File: src/rtl/nice_chain_pkg.sv
// Shared types and constants for the chained-sequencer link: FSM state
// encodings for both directions and the error counter width.
package nice_chain_pkg;

  typedef enum logic {
    S_IDLE,
    S_SEND
  } seg_state_e;

  typedef enum logic [1:0] {
    R_COLLECT,
    R_HOLD,
    R_DROP
  } rsm_state_e;

  localparam int ERR_CNT_W = 8;

  // Saturating increment: the error counter sticks at all-ones.
  function automatic logic [ERR_CNT_W-1:0] sat_inc(input logic [ERR_CNT_W-1:0] v);
    return (v == '1) ? v : v + 1'b1;
  endfunction

endpackage

File: src/rtl/nice_chain_link_if.sv
// Bundle of all handshake, data and error signals of one chain link, plus the
// state of both FSMs for observation. "slave" is the link's view, "master" the environment's.
interface nice_chain_link_if #(
  parameter int UP_W = 64,
  parameter int DN_W = 16
) ();
  import nice_chain_pkg::*;

  // Every channel: a beat/word moves on a rising edge where valid && ready;
  // valid, once high, holds with stable data until that edge.
  logic                 up_req_valid;
  logic                 up_req_ready;
  logic [UP_W-1:0]      up_req_data;
  logic                 dn_req_valid;
  logic                 dn_req_ready;
  logic [DN_W-1:0]      dn_req_data;
  logic                 dn_req_last;
  logic                 dn_trf_valid;
  logic                 dn_trf_ready;
  logic [DN_W-1:0]      dn_trf_data;
  logic                 dn_trf_last;
  logic                 up_trf_valid;
  logic                 up_trf_ready;
  logic [UP_W-1:0]      up_trf_data;
  logic                 err_short;
  logic                 err_long;
  logic [ERR_CNT_W-1:0] err_cnt;
  seg_state_e           seg_state;
  rsm_state_e           rsm_state;

  modport slave (
    input  up_req_valid, up_req_data, dn_req_ready,
    input  dn_trf_valid, dn_trf_data, dn_trf_last, up_trf_ready,
    output up_req_ready, dn_req_valid, dn_req_data, dn_req_last,
    output dn_trf_ready, up_trf_valid, up_trf_data,
    output err_short, err_long, err_cnt, seg_state, rsm_state
  );

  modport master (
    output up_req_valid, up_req_data, dn_req_ready,
    output dn_trf_valid, dn_trf_data, dn_trf_last, up_trf_ready,
    input  up_req_ready, dn_req_valid, dn_req_data, dn_req_last,
    input  dn_trf_ready, up_trf_valid, up_trf_data,
    input  err_short, err_long, err_cnt, seg_state, rsm_state
  );

endinterface

File: src/rtl/nice_chain_reassembler.sv
// Traffic path: packs downstream beats into upstream words, checks framing
// against the sender's last marker and counts framing errors.
module nice_chain_reassembler
  import nice_chain_pkg::*;
#(
  parameter int UP_W = 64,
  parameter int DN_W = 16
) (
  input  logic                 clk,
  input  logic                 rst,
  input  logic                 dn_trf_valid,
  input  logic [DN_W-1:0]      dn_trf_data,
  input  logic                 dn_trf_last,
  output logic                 dn_trf_ready,
  output logic                 up_trf_valid,
  output logic [UP_W-1:0]      up_trf_data,
  input  logic                 up_trf_ready,
  output logic                 err_short,
  output logic                 err_long,
  output logic [ERR_CNT_W-1:0] err_cnt,
  output rsm_state_e           state_dbg
);

  localparam int RATIO = UP_W / DN_W;
  localparam int CW    = $clog2(RATIO);
  localparam logic [CW-1:0] LAST_SLOT = CW'(RATIO - 1);

  rsm_state_e           rsm_state_q, rsm_state_d;
  logic [CW-1:0]        cnt_q, cnt_d;
  logic [UP_W-1:0]      data_buf_q, data_buf_d;
  logic                 drop_pend_q, drop_pend_d;
  logic                 err_short_q, err_short_d;
  logic                 err_long_q, err_long_d;
  logic [ERR_CNT_W-1:0] err_cnt_q, err_cnt_d;

  always_comb begin
    rsm_state_d = rsm_state_q;
    cnt_d       = cnt_q;
    data_buf_d  = data_buf_q;
    drop_pend_d = drop_pend_q;
    err_short_d = 1'b0;
    err_long_d  = 1'b0;
    dn_trf_ready = (rsm_state_q == R_HOLD) ? up_trf_ready : 1'b1;

    // Leaving HOLD frees the buffer, so a beat in the same cycle lands in slot 0.
    if (rsm_state_q == R_HOLD && up_trf_ready) begin
      rsm_state_d = drop_pend_q ? R_DROP : R_COLLECT;
      drop_pend_d = 1'b0;
    end

    if (dn_trf_valid && dn_trf_ready) begin
      if (rsm_state_d == R_DROP) begin
        if (dn_trf_last) begin
          rsm_state_d = R_COLLECT;
          cnt_d       = '0;
        end
      end else begin
        data_buf_d[cnt_q*DN_W +: DN_W] = dn_trf_data;
        if (cnt_q == LAST_SLOT) begin
          rsm_state_d = R_HOLD;
          cnt_d       = '0;
          if (!dn_trf_last) begin
            err_long_d  = 1'b1;
            drop_pend_d = 1'b1;
          end
        end else if (dn_trf_last) begin
          err_short_d = 1'b1;
          cnt_d       = '0;
        end else begin
          cnt_d = cnt_q + 1'b1;
        end
      end
    end

    err_cnt_d = (err_short_d || err_long_d) ? sat_inc(err_cnt_q) : err_cnt_q;
  end

  always_ff @(posedge clk) begin
    if (rst) begin
      rsm_state_q <= R_COLLECT;
      cnt_q       <= '0;
      data_buf_q  <= '0;
      drop_pend_q <= 1'b0;
      err_short_q <= 1'b0;
      err_long_q  <= 1'b0;
      err_cnt_q   <= '0;
    end else begin
      rsm_state_q <= rsm_state_d;
      cnt_q       <= cnt_d;
      data_buf_q  <= data_buf_d;
      drop_pend_q <= drop_pend_d;
      err_short_q <= err_short_d;
      err_long_q  <= err_long_d;
      err_cnt_q   <= err_cnt_d;
    end
  end

  assign up_trf_valid = (rsm_state_q == R_HOLD);
  assign up_trf_data  = data_buf_q;
  assign err_short    = err_short_q;
  assign err_long     = err_long_q;
  assign err_cnt      = err_cnt_q;
  assign state_dbg    = rsm_state_q;

endmodule

File: src/rtl/nice_chain_link.sv
// One chain link: splits request words into LSB-first beats (segmenter inline)
// and hands the traffic direction to the reassembler sub-module.
module nice_chain_link
  import nice_chain_pkg::*;
#(
  parameter int UP_W = 64,
  parameter int DN_W = 16
) (
  input  logic             clk,
  input  logic             rst,
  nice_chain_link_if.slave bus
);

  localparam int RATIO = UP_W / DN_W;
  localparam int BW    = $clog2(RATIO);
  localparam logic [BW-1:0] LAST_BEAT = BW'(RATIO - 1);

  seg_state_e      seg_state_q, seg_state_d;
  logic [UP_W-1:0] word_q, word_d;
  logic [BW-1:0]   beat_q, beat_d;
  logic            dn_fire;
  logic            up_ready;

  always_comb begin
    seg_state_d = seg_state_q;
    word_d      = word_q;
    beat_d      = beat_q;
    dn_fire     = (seg_state_q == S_SEND) && bus.dn_req_ready;
    // Ready also opens on the final beat's transfer so words stream without a bubble.
    up_ready    = (seg_state_q == S_IDLE) || (dn_fire && beat_q == LAST_BEAT);

    if (dn_fire) begin
      if (beat_q == LAST_BEAT) seg_state_d = S_IDLE;
      else                     beat_d      = beat_q + 1'b1;
    end

    if (up_ready && bus.up_req_valid) begin
      word_d      = bus.up_req_data;
      beat_d      = '0;
      seg_state_d = S_SEND;
    end
  end

  always_ff @(posedge clk) begin
    if (rst) begin
      seg_state_q <= S_IDLE;
      word_q      <= '0;
      beat_q      <= '0;
    end else begin
      seg_state_q <= seg_state_d;
      word_q      <= word_d;
      beat_q      <= beat_d;
    end
  end

  assign bus.up_req_ready = up_ready;
  assign bus.dn_req_valid = (seg_state_q == S_SEND);
  assign bus.dn_req_data  = word_q[beat_q*DN_W +: DN_W];
  assign bus.dn_req_last  = (seg_state_q == S_SEND) && (beat_q == LAST_BEAT);
  assign bus.seg_state    = seg_state_q;

  nice_chain_reassembler #(
    .UP_W (UP_W),
    .DN_W (DN_W)
  ) u_rsm (
    .clk          (clk),
    .rst          (rst),
    .dn_trf_valid (bus.dn_trf_valid),
    .dn_trf_data  (bus.dn_trf_data),
    .dn_trf_last  (bus.dn_trf_last),
    .dn_trf_ready (bus.dn_trf_ready),
    .up_trf_valid (bus.up_trf_valid),
    .up_trf_data  (bus.up_trf_data),
    .up_trf_ready (bus.up_trf_ready),
    .err_short    (bus.err_short),
    .err_long     (bus.err_long),
    .err_cnt      (bus.err_cnt),
    .state_dbg    (bus.rsm_state)
  );

endmodule

File: src/flat_wrapper.sv
// flat-port wrapper written by rule: the top's interface ports become plain ports
module nice_chain_link_flat import nice_chain_pkg::*;
#(
  parameter int UP_W = 64,
  parameter int DN_W = 16
)
  (clk, rst, bus_up_req_valid, bus_up_req_data, bus_dn_req_ready, bus_dn_trf_valid, bus_dn_trf_data, bus_dn_trf_last, bus_up_trf_ready, bus_up_req_ready, bus_dn_req_valid, bus_dn_req_data, bus_dn_req_last, bus_dn_trf_ready, bus_up_trf_valid, bus_up_trf_data, bus_err_short, bus_err_long, bus_err_cnt, bus_seg_state, bus_rsm_state);
  nice_chain_link_if #(.UP_W(UP_W), .DN_W(DN_W)) bus_i ();
  input  logic clk;
  input  logic rst;
  input wire logic [$bits(bus_i.up_req_valid)-1:0] bus_up_req_valid;
  input wire logic [$bits(bus_i.up_req_data)-1:0] bus_up_req_data;
  input wire logic [$bits(bus_i.dn_req_ready)-1:0] bus_dn_req_ready;
  input wire logic [$bits(bus_i.dn_trf_valid)-1:0] bus_dn_trf_valid;
  input wire logic [$bits(bus_i.dn_trf_data)-1:0] bus_dn_trf_data;
  input wire logic [$bits(bus_i.dn_trf_last)-1:0] bus_dn_trf_last;
  input wire logic [$bits(bus_i.up_trf_ready)-1:0] bus_up_trf_ready;
  output wire logic [$bits(bus_i.up_req_ready)-1:0] bus_up_req_ready;
  output wire logic [$bits(bus_i.dn_req_valid)-1:0] bus_dn_req_valid;
  output wire logic [$bits(bus_i.dn_req_data)-1:0] bus_dn_req_data;
  output wire logic [$bits(bus_i.dn_req_last)-1:0] bus_dn_req_last;
  output wire logic [$bits(bus_i.dn_trf_ready)-1:0] bus_dn_trf_ready;
  output wire logic [$bits(bus_i.up_trf_valid)-1:0] bus_up_trf_valid;
  output wire logic [$bits(bus_i.up_trf_data)-1:0] bus_up_trf_data;
  output wire logic [$bits(bus_i.err_short)-1:0] bus_err_short;
  output wire logic [$bits(bus_i.err_long)-1:0] bus_err_long;
  output wire logic [$bits(bus_i.err_cnt)-1:0] bus_err_cnt;
  output wire logic [$bits(bus_i.seg_state)-1:0] bus_seg_state;
  output wire logic [$bits(bus_i.rsm_state)-1:0] bus_rsm_state;
  assign bus_i.up_req_valid = bus_up_req_valid;
  assign bus_i.up_req_data = bus_up_req_data;
  assign bus_i.dn_req_ready = bus_dn_req_ready;
  assign bus_i.dn_trf_valid = bus_dn_trf_valid;
  assign bus_i.dn_trf_data = bus_dn_trf_data;
  assign bus_i.dn_trf_last = bus_dn_trf_last;
  assign bus_i.up_trf_ready = bus_up_trf_ready;
  assign bus_up_req_ready = bus_i.up_req_ready;
  assign bus_dn_req_valid = bus_i.dn_req_valid;
  assign bus_dn_req_data = bus_i.dn_req_data;
  assign bus_dn_req_last = bus_i.dn_req_last;
  assign bus_dn_trf_ready = bus_i.dn_trf_ready;
  assign bus_up_trf_valid = bus_i.up_trf_valid;
  assign bus_up_trf_data = bus_i.up_trf_data;
  assign bus_err_short = bus_i.err_short;
  assign bus_err_long = bus_i.err_long;
  assign bus_err_cnt = bus_i.err_cnt;
  assign bus_seg_state = bus_i.seg_state;
  assign bus_rsm_state = bus_i.rsm_state;
  nice_chain_link #(.UP_W(UP_W), .DN_W(DN_W)) u_core (.clk(clk), .rst(rst), .bus(bus_i));
endmodule
File: config.mk
export PLATFORM = sky130hd
export DESIGN_NAME = nice_chain_link_flat
export DESIGN_NICKNAME = d
export VERILOG_FILES = /design/src/rtl/nice_chain_pkg.sv /design/src/rtl/nice_chain_link_if.sv /design/src/rtl/nice_chain_reassembler.sv /design/src/rtl/nice_chain_link.sv /design/src/flat_wrapper.sv
export SDC_FILE = /design/constraint.sdc
export NUM_CORES = 1
export LEC_CHECK = 0
export CORE_ASPECT_RATIO = 0.7
export CORE_UTILIZATION = 47
export DETAILED_ROUTE_END_ITERATION = 7
export MAX_ROUTING_LAYER = met4
export PLACE_DENSITY = 0.91
export SLEW_MARGIN = 0
export SYNTH_ARGS = -nofsm -noshare
export SYNTH_HDL_FRONTEND = slang
export SYNTH_SLANG_ARGS = --single-unit
File: constraint.sdc
create_clock -name clk -period 2.7 [get_ports clk]
set_input_delay 0.675 -clock clk [delete_from_list [all_inputs] [get_ports clk]]
set_output_delay 0.675 -clock clk [all_outputs]
set_load 0.05 [all_outputs]
==> out/metrics.cfg <==
[sta]
tns_ps = 0
setup_viol = 0
fmax_ghz = 0.416
slew_violations = 0
slew_headroom = 0.437
tightest_slew_ps = 844
rsz0062_at_grt = no
hold_viol_final = 0
finalClockSkew_ps = 10.1
final.min_clock_period_ps = 2410
finalCritPeriodShare = 0.891

[setup_path]
cp-end-kind = output pin
max_stage_delay_ps = 880
path_delay_family = buffers and inverters
path_class = reg -> out
slowest_stage = clkdlybuf4s50_1
critPathRequiredTime_ps = 2030
crit_arrival_ps = 1730
start_kind = flop
path_buf_inv = 1
crit_chain = clkdlybuf4s50_1
path_max_fanout = 6

[power]
power_density_mw_per_mm2 = 620
power_leakage_nw = 3.02
pwr-share-clk = 0.442
p_sw_mw = 1.34
switching_share = 0.254
vdd_drop_max_mv = 0.469
pwr-share-seq = 0.432
internal-power_mw = 3.93
power_frac_comb = 0.126

[global_routing]
grt_pass1_vias = 5290
grt_overflow = 0
grt_pass1_wl_microns = 27300
gr-usage-all-layers = 0.284
grt_max_degree = 77
antenna_found_initial = 2

[floorplan]
die_h_microns = 95.8
row_count = 33
design.die.area_sq_mm = 0.0130
coreArea_sq_mm = 0.0120
die_w_microns = 136
ios = 185
initial_core_util = 0.494

[synth]
yosysMostFrequentCell = nand2_1
yosysWarnings = 0
syn-instance-count = 700
synth_edf_count = 0
synth_area_sq_mm = 0.00591
async_flop_share = 0
ys_seq_area_frac = 0.494
synth_cell_types = 38
yosys_register_bits = 146
yosys-top-cells-count = nand2_1, dfxtp_1, a21oi_1
synthTopCellsByArea = dfxtp_1, nand2_1, a21oi_1, mux4_2, nand3_1
synth.top_cell.area_share = 0.494
postSynthAreaPerCell_sq_um = 8.45
synthesis.nets = 795
synth_top_cell_by_area = dfxtp_1
synth-main-ff-cell = dfxtp_1

[finish]
fillers = 941
nNetsFinal = 966
syn_to_final_growth_pct = 43.6
postLayoutCoreUtil = 0.709
drive_above_1_share = 0.109

[detailed_routing]
wl_microns = 17800
vias = 5742
drt_iter0_drc = 359
ant_nets = 0
via_per_inst = 5.51
first_pass_iters = 7
drc_errors = 0
wl_per_cell_microns = 17.1

[cts]
cts_resized = 0
ctsHoldBuffers = 0
clockRootBuffer = clkbuf_16
clk_latency_ps = 410
clk_pin_slew_worst_paths_ps = 60
cts_buffers = 17
cts_sinks = 146
cts_tree = yes
ctsLongestPathBuffers = 2
htree_levels = 4
cts_setup_buffers = 0

[job]
cap_violations = 0

[outcome]
status = finished, final reports clean

[placement]
detailed_place_hpwl_microns = 12200
gp_congestion = 0.865
portBuffers = 184

[worst_hold_path]
hold_path_class = reg -> reg

flip-flops by register name, indices dropped and copies added (netlist names):
| name | flops |
|---|---|
| u_core.beat_q | 2 |
| u_core.bus.dn_req_valid | 1 |
| u_core.u_rsm.drop_pend_q | 1 |
| u_core.word_q | 64 |
| u_core.u_rsm.err_long | 1 |
| u_core.u_rsm.up_trf_data | 64 |
| u_core.u_rsm.err_cnt | 8 |
| u_core.u_rsm.cnt_q | 2 |
| u_core.u_rsm.err_short | 1 |
| u_core.u_rsm.state_dbg | 2 |
final cells by class:
cell class | instances | area, sq um | share of cell area
Antenna cell | 2 | 5.00 | 0.000589
Multi-Input combinational cell | 492 | 2730 | 0.321
Inverter | 10 | 37.5 | 0.00442
Clock inverter | 10 | 124 | 0.0146
Timing Repair Buffer | 204 | 2010 | 0.237
Sequential cell | 146 | 2920 | 0.344
Tap cell | 157 | 196 | 0.0231
Clock buffer | 22 | 464 | 0.0547
final timing paths:
check / slack [ps] / endpoint / depth (start not counted) / start
max: 290 / bus_rsm_state[0] / 1 / u_core.u_rsm.state_dbg[0]
min: 450 / u_core.u_rsm.up_trf_data[48] / 2 / u_core.u_rsm.up_trf_data[48]
max reg2reg: 540 / u_core.word_q[22] / 7 / u_core.beat_q[0]
min reg2reg: 450 / u_core.u_rsm.up_trf_data[48] / 2 / u_core.u_rsm.up_trf_data[48]
power by group through the flow:
stage	sequential (mW)	combinational, mW	clock (mW)
after floorplan	2.37	0.312	0
after global placement	2.31	0.648	0
after detailed placement	2.32	0.660	0
after CTS	2.27	0.664	2.36
after global routing	2.28	0.711	2.45
final	2.27	0.666	2.33
cells by family after synthesis:
family	synth area share
adders and majority gates	0.0169
DFF	0.494
buffers and inverters	0.0449
xor gates and xnor gates	0.00296
and+or+nand+nor	0.217
muxes	0.0696
AOI/OAI and AO/OA	0.154
routing by layer:
| layer | global-route usage | vias up | part of all wire |
|---|---|---|---|
| met2 | 0.429 | 249 | 0.46 |
| li1 | - | 2756 | - |
| met4 | 0.0870 | 0 | 0.0086 |
| met1 | 0.363 | 2715 | 0.44 |
| met5 | - | - | 0 |
| met3 | 0.0895 | 22 | 0.094 |
cells in the final DEF, fill, tap and decap left out, types with 8 or more instances in the layout:
cell type | netlist | layout
a21oi_1 | 138 | 138
buf_4 | 6 | 35
clkbuf_16 | 0 | 17
clkdlybuf4s50_1 | 0 | 163
dfxtp_1 | 146 | 146
ha_1 | 8 | 8
inv_1 | 10 | 10
mux4_2 | 16 | 16
nand2_1 | 199 | 198
nand3_1 | 68 | 68
stage by stage:
stage                     area, sq um  worst slack [ps]  instances  hold WS [ps]  power (mW)
after detailed placement         7900               142       1009           444        2.98
after floorplan                  5910               197        700           433        2.68
after CTS                        8490               277       1041           451        5.29
after global routing             8490               232       1043           471        5.44
final                            8490               294       1043           449        5.27
after global placement           7900               197       1009           437        2.96
worst reg2reg max path: stages, from the launching register on:
cell and delay [ps]:
dfxtp_1 350, buf_12 200, ha_1 240, a21bo_2 220, and2_2 560, buf_4 310, nand2_1 70, a21oi_1 140
No activity file was read; power rests on OpenSTA's default activity.
